## src/rtl/lumi_tx_arb_ser.sv

```systemverilog
// lumi_tx_arb_ser: multi-channel LUMI transmit serializer.
// Round-robin arbitration across NCH UMI inputs, one full transaction latched
// per grant, then streamed to a ready/valid PHY link in beats whose byte width
// is chosen at grant time and held for the whole packet.
module lumi_tx_arb_ser #(
   parameter  int NCH = 2,                              // UMI input channels
   parameter  int IOW = 64,                             // PHY data width (bits)
   parameter  int DW  = 128,                            // UMI data width
   parameter  int CW  = 32,                             // UMI command width
   parameter  int AW  = 64,                             // UMI address width
   localparam int CHW = (NCH > 1) ? $clog2(NCH) : 1     // channel-ID width
) (
   input  logic              clk,
   input  logic              reset,
   input  logic              csr_en,
   input  logic [7:0]        csr_iowidth,
   input  logic [NCH-1:0]    umi_in_valid,
   input  logic [NCH*CW-1:0] umi_in_cmd,
   input  logic [NCH*AW-1:0] umi_in_dstaddr,
   input  logic [NCH*AW-1:0] umi_in_srcaddr,
   input  logic [NCH*DW-1:0] umi_in_data,
   output logic [NCH-1:0]    umi_in_ready,
   output logic [IOW-1:0]    phy_txdata,
   output logic              phy_txvld,
   input  logic              phy_txrdy,
   output logic [CHW-1:0]    phy_txch,
   output logic              phy_txlast
);

   // Packet geometry: cmd, dstaddr, srcaddr, data packed from the LSB up.
   localparam int PKW  = CW + 2*AW + DW;
   localparam int PB   = PKW / 8;
   // The shift register is at least one beat wide so the low beat slice
   // always exists, even for packets shorter than the PHY.
   localparam int SRW  = (PKW > IOW) ? PKW : IOW;
   localparam int MAXL = $clog2(IOW / 8);
   localparam int LW   = (MAXL > 0) ? $clog2(MAXL + 1) : 1;
   localparam int CNTW = $clog2(PB + 1);

   typedef enum logic {
      ST_IDLE,
      ST_SEND
   } state_e;

   // Byte-lane mask keeping the low 2^l bytes of a beat.
   function automatic logic [IOW-1:0] beat_mask(input logic [LW-1:0] l);
      logic [IOW-1:0] m;
      m = '0;
      for (int i = 0; i < IOW/8; i++) begin
         if (i < (1 << l)) m[8*i +: 8] = 8'hFF;
      end
      return m;
   endfunction

   // Beats per packet minus one: ceil(PB / 2^l) - 1.
   function automatic logic [CNTW-1:0] beats_m1(input logic [LW-1:0] l);
      return CNTW'(((PB + (1 << l) - 1) >> l) - 1);
   endfunction

   state_e          state_q;
   logic [CHW-1:0]  rr_q;
   logic [SRW-1:0]  sr_q;
   logic [CNTW-1:0] cnt_q;
   logic [LW-1:0]   bbl_q;
   logic [IOW-1:0]  data_q;
   logic            vld_q;
   logic            last_q;
   logic [CHW-1:0]  ch_q;

   logic            any_valid;
   logic [CHW-1:0]  grant;
   logic [CHW-1:0]  rr_d;
   logic            handshake;
   logic [LW-1:0]   req_l;
   logic [PKW-1:0]  grant_pkt;
   logic [SRW-1:0]  grant_sr;
   logic [CNTW-1:0] grant_nbm1;
   logic [SRW-1:0]  sr_shift;

   // Clamp the requested beat width to what the PHY can carry.
   always_comb begin
      if (csr_iowidth > 8'(MAXL)) req_l = LW'(MAXL);
      else                        req_l = csr_iowidth[LW-1:0];
   end

   // Round-robin search: first valid channel at or after rr_q, with wrap.
   always_comb begin
      // NOTE: every combinational output gets a default before any branch,
      // otherwise paths that skip an assignment infer a latch.
      logic found;
      logic [CHW:0] idx;
      logic [NCH-1:0] rot;
      any_valid = |umi_in_valid;
      grant     = rr_q;
      found     = 1'b0;
      for (int i = 0; i < NCH; i++) begin
         idx = {1'b0, rr_q} + (CHW+1)'(i);
         if (idx >= (CHW+1)'(NCH)) idx = idx - (CHW+1)'(NCH);
         rot = umi_in_valid >> idx;
         if (!found && rot[0]) begin
            grant = idx[CHW-1:0];
            found = 1'b1;
         end
      end
   end

   // Pointer advance and transaction mux for the granted channel.
   always_comb begin
      if (grant == CHW'(NCH - 1)) rr_d = '0;
      else                        rr_d = grant + CHW'(1);
      grant_pkt = '0;
      for (int c = 0; c < NCH; c++) begin
         if (grant == CHW'(c)) begin
            grant_pkt = {umi_in_data[c*DW +: DW], umi_in_srcaddr[c*AW +: AW],
                         umi_in_dstaddr[c*AW +: AW], umi_in_cmd[c*CW +: CW]};
         end
      end
      grant_sr   = SRW'(grant_pkt);
      grant_nbm1 = beats_m1(req_l);
   end

   // Ready is offered only to the winner, only while idle and enabled.
   always_comb begin
      handshake = (state_q == ST_IDLE) && csr_en && any_valid;
      if (handshake && !reset) umi_in_ready = NCH'(1) << grant;
      else                     umi_in_ready = '0;
   end

   // Next shift-register contents after the current beat is consumed.
   always_comb begin
      sr_shift = sr_q >> (8 << bbl_q);
   end

   // Transmit FSM: latch a transaction on grant, then drain it beat by beat.
   always_ff @(posedge clk or posedge reset) begin
      // NOTE: state registers use non-blocking assignments so every flop
      // samples pre-edge values regardless of statement order.
      if (reset) begin
         state_q <= ST_IDLE;
         rr_q    <= '0;
         sr_q    <= '0;
         cnt_q   <= '0;
         bbl_q   <= '0;
         data_q  <= '0;
         vld_q   <= 1'b0;
         last_q  <= 1'b0;
         ch_q    <= '0;
      end else begin
         case (state_q)
            ST_IDLE: begin
               if (handshake) begin
                  sr_q    <= grant_sr;
                  data_q  <= grant_sr[IOW-1:0] & beat_mask(req_l);
                  bbl_q   <= req_l;
                  cnt_q   <= grant_nbm1;
                  last_q  <= (grant_nbm1 == '0);
                  vld_q   <= 1'b1;
                  ch_q    <= grant;
                  rr_q    <= rr_d;
                  state_q <= ST_SEND;
               end
            end
            ST_SEND: begin
               if (phy_txrdy) begin
                  if (cnt_q == '0) begin
                     vld_q   <= 1'b0;
                     last_q  <= 1'b0;
                     data_q  <= '0;
                     sr_q    <= '0;
                     state_q <= ST_IDLE;
                  end else begin
                     sr_q   <= sr_shift;
                     data_q <= sr_shift[IOW-1:0] & beat_mask(bbl_q);
                     cnt_q  <= cnt_q - CNTW'(1);
                     last_q <= (cnt_q == CNTW'(1));
                  end
               end
            end
            default: state_q <= ST_IDLE;
         endcase
      end
   end

   assign phy_txdata = data_q;
   assign phy_txvld  = vld_q;
   assign phy_txlast = last_q;
   assign phy_txch   = ch_q;

endmodule

```

## config.mk

```make
export PLATFORM = sky130hd
export DESIGN_NAME = lumi_tx_arb_ser
export DESIGN_NICKNAME = d
export VERILOG_FILES = /design/src/rtl/lumi_tx_arb_ser.sv
export SDC_FILE = /design/constraint.sdc
export NUM_CORES = 2
export LEC_CHECK = 0
export CELL_PAD_IN_SITES_DETAIL_PLACEMENT = 0
export CELL_PAD_IN_SITES_GLOBAL_PLACEMENT = 1
export CORE_UTILIZATION = 38
export DETAILED_ROUTE_END_ITERATION = 8
export PLACE_DENSITY_LB_ADDON = 0.1
export SLEW_MARGIN = 20
export SYNTH_ARGS = -nofsm -noshare
export SYNTH_HDL_FRONTEND = slang
export SYNTH_SLANG_ARGS = --single-unit
```

## constraint.sdc

```tcl
create_clock -name clk -period 13.26 [get_ports clk]
set_input_delay 1.989 -clock clk [delete_from_list [all_inputs] [get_ports clk]]
set_output_delay 1.989 -clock clk [all_outputs]
set_load 0.03 [all_outputs]
```

==> metrics.txt <==
grt ovf 0; Netlist cell types 51; unrepaired setup endpoints after global routing no; Worst Min Path Start phy_txch$_DFFE_PP0P_; HP Class reg2reg; status complete, no violations; Final period util between 40% and 50%; core area 68600 um2; EDFF count, synth 0; post-route setup slack 6670 ps; Syn Area/Cell 9.47 um2; setup TNS 0 ps; Crit Path Category in2out; Max Buffers Root-to-Sink 3; pwr dens 246 nW/um2; row count 96; initial DRC count 2928; Cell Int Power 4.56 mW; worst hold stages 2; busiest grt layer met2; die width ~270 um; Setup crit start kind primary input; reg2reg end phy_txdata[38]$_DFFE_PP0P_; Data arrival, critical path about 4600 ps; required time of the critical path 11270 ps; sequential share of power 30.3%; clk_skew approximately 24 ps; GR Util met2 55.7%; max-cap viol count 0; initial antenna violation count 6; Synth Flop Type dfrtp_1; nets 3807; Final ANT Viol Nets 0; met3 Track Usage GR between 5 and 6%; first-pass GRT wire length 176000 um; register area share after synthesis between 30 and 40%; clk slew on worst S/H paths 60 ps; hold_buf cts 0; drt total wl 121000 um; drt wl/cell 29.0 um; flop-to-flop setup slack roughly 8800 ps; Psw between 3 and 4 mW; dpl hpwl a little under 90000 um; Num Clock Sinks approximately 360; Post-CTS Resized 0; initial core utilization 38.5%; CTS tree done; Fmax 152 MHz; Yosys reg bits about 360; 1st-pass router iterations 5; Slew headroom 21.1%; Post-synth ARST share 100%; # fillers 6276; mapped cell area 26400 um2; drc violations 0; cells after synthesis ~2800; Place WS 6630 ps; Hold EP phy_txch$_DFFE_PP0P_; cells on worst reg2reg path 6; Max VDD drop 220 uV; die height between 200 and 300 um; Slew @ Worst Pin 1180 ps; Ys Warns 0; Reg2Reg Launch Point bbl_q[1]$_DFFE_PP0P_; Slew Viols, Final 0; postcts setup bufs 0; largest net degree at the start of global routing 235; Synth Net Count 3376; vias in the first global route 25900; GR Util met1 44.2%; die area about 70000 um2; crit path capture type primary output; total number of vias 26600; leakage power 12.9 nW; share of layout cells above drive strength 1 12.2%; clock latency on the worst-skew pair between 500 and 600 ps; count of endpoints failing setup in the final report 0; Ant. Diodes 0; power share of the clock group roughly 14%; I/O pins about 660; combinational power share a little under three fifths; area delta synth->final 31.5%; Vias per Instance 6.36; Net Sw Frac 46.6%; GPL Wtd Cong 0.939; Final Hold Vio Count 0; post-layout minimum cycle time 6590 ps; H-tree depth 2; worst-path fanout max between 70 and 80; clk root buf clkbuf_16; number of buffers created by CTS 44; GRT Total Usage 33.6%; PortBufs 658
## layout make-up
cell class | instances | area [um2] | area share (%)
timing repair buffer | 698 | 6950 | 20.0
multi-input combinational | 2108 | 16200 | 46.6
tap | 931 | 1160 | 3.36
clock inverter | 16 | 168 | 0.483
inverter | 6 | 30.0 | 0.0866
sequential | 357 | 8940 | 25.8
clock buffer | 60 | 1250 | 3.61
## metal layers
metal,vias to the layer above,wire [um]
met1,13500,46800
met5,-,44
met2,1438,59000
met3,209,10100
li1,11400,-
met4,6,5020
## cell usage after synthesis, types with 2 or more instances
cell type,instances,area [um2]
a22oi_1,10,75.1
or3_1,2,12.5
a21o_1,236,1770
mux2i_1,89,891
a211o_1,18,158
nor4_4,2,42.5
or2_2,4,25.0
mux2_2,15,169
a211oi_1,2,15.0
buf_4,10,75.1
buf_2,91,455
clkbuf_1,199,747
o2bb2ai_1,13,114
nand2_1,135,507
nand3_1,218,1090
nand4_1,10,62.6
o22ai_1,4,25.0
o211ai_1,57,428
inv_1,6,22.5
o22a_1,14,123
o21a_1,2,15.0
a21oi_1,460,2300
o221ai_1,4,35.0
nor3_1,5,25.0
a31oi_1,20,125
a221o_1,14,140
a22o_1,3,26.3
dfrtp_1,357,8930
ha_1,2,25.0
o21ai_0,245,1230
buf_1,13,48.8
or4_4,2,22.5
mux4_2,243,5470
nor2_1,255,957
a41o_1,8,80.1
## power by group through the flow
stage	Clock, mW	Sequential, mW	Combinational, mW
after floorplan	0	2.19	3.33
after global placement	0	2.52	4.61
after detailed placement	0	2.55	4.68
after CTS	1.24	2.53	4.71
after global routing	1.28	2.61	5.06
final	1.23	2.59	4.72
## kinds of logic after synthesis
logic type | share of synthesized area (%)
flip-flops | 33.9
AND/OR/NAND/NOR | 10.6
AO/OA/AOI/OAI | 25.6
adder cells (fa/ha/maj) | 0.0949
buffers and inverters | 5.11
multiplexers | 24.8
## sequential cells by signal, indices dropped and copies added, names as in the netlist
register    count
bbl_q           2
phy_txch        1
phy_txvld       1
rr_q            1
state_q         1
sr_q          280
phy_txlast      1
phy_txdata     64
cnt_q           6
## critical path, stage by stage
cell	delay [ps]
clkdlybuf4s50_1	690
o21a_1	290
nand2_4	540
nor3_1	360
clkdlybuf4s50_1	730
## cell usage in the layout (no fill, tap or decap), types with 18 or more instances in the layout
cell type        count
clkdlybuf4s50_1    658
a21oi_1            458
dfrtp_1            354
nor2_1             254
o21ai_0            245
mux4_2             243
a21o_1             236
nand3_1            218
nand2_1            133
mux2i_1             89
o211ai_1            57
clkbuf_16           45
buf_4               35
a31oi_1             20
a211o_1             18
## through the flow
step / instances / total power, mW / instance area, um2 / hold slack [ps] / util, %
after floorplan: 2784 / 5.52 / 26400 / 490 / -
after global placement: 4098 / 7.13 / 33200 / 467 / 48.4
after detailed placement: 4099 / 7.23 / 33200 / 470 / 48.5
after CTS: 4175 / 8.48 / 34700 / 484 / 50.5
after global routing: 4176 / 8.95 / 34700 / 538 / 50.6
final: 4176 / 8.54 / 34700 / 489 / 50.6
## worst max-delay path by stage
stage | startpoint | end | cells after the start
after floorplan | reset | bbl_q[0]$_DFFE_PP0P_ | 1
after global placement | umi_in_valid[1] | umi_in_ready[0] | 5
after detailed placement | umi_in_valid[1] | umi_in_ready[0] | 5
after CTS | umi_in_valid[1] | umi_in_ready[0] | 5
after global routing | umi_in_valid[1] | umi_in_ready[1] | 5
final | umi_in_valid[1] | umi_in_ready[0] | 5
No activity file was read; power rests on OpenSTA's default activity.
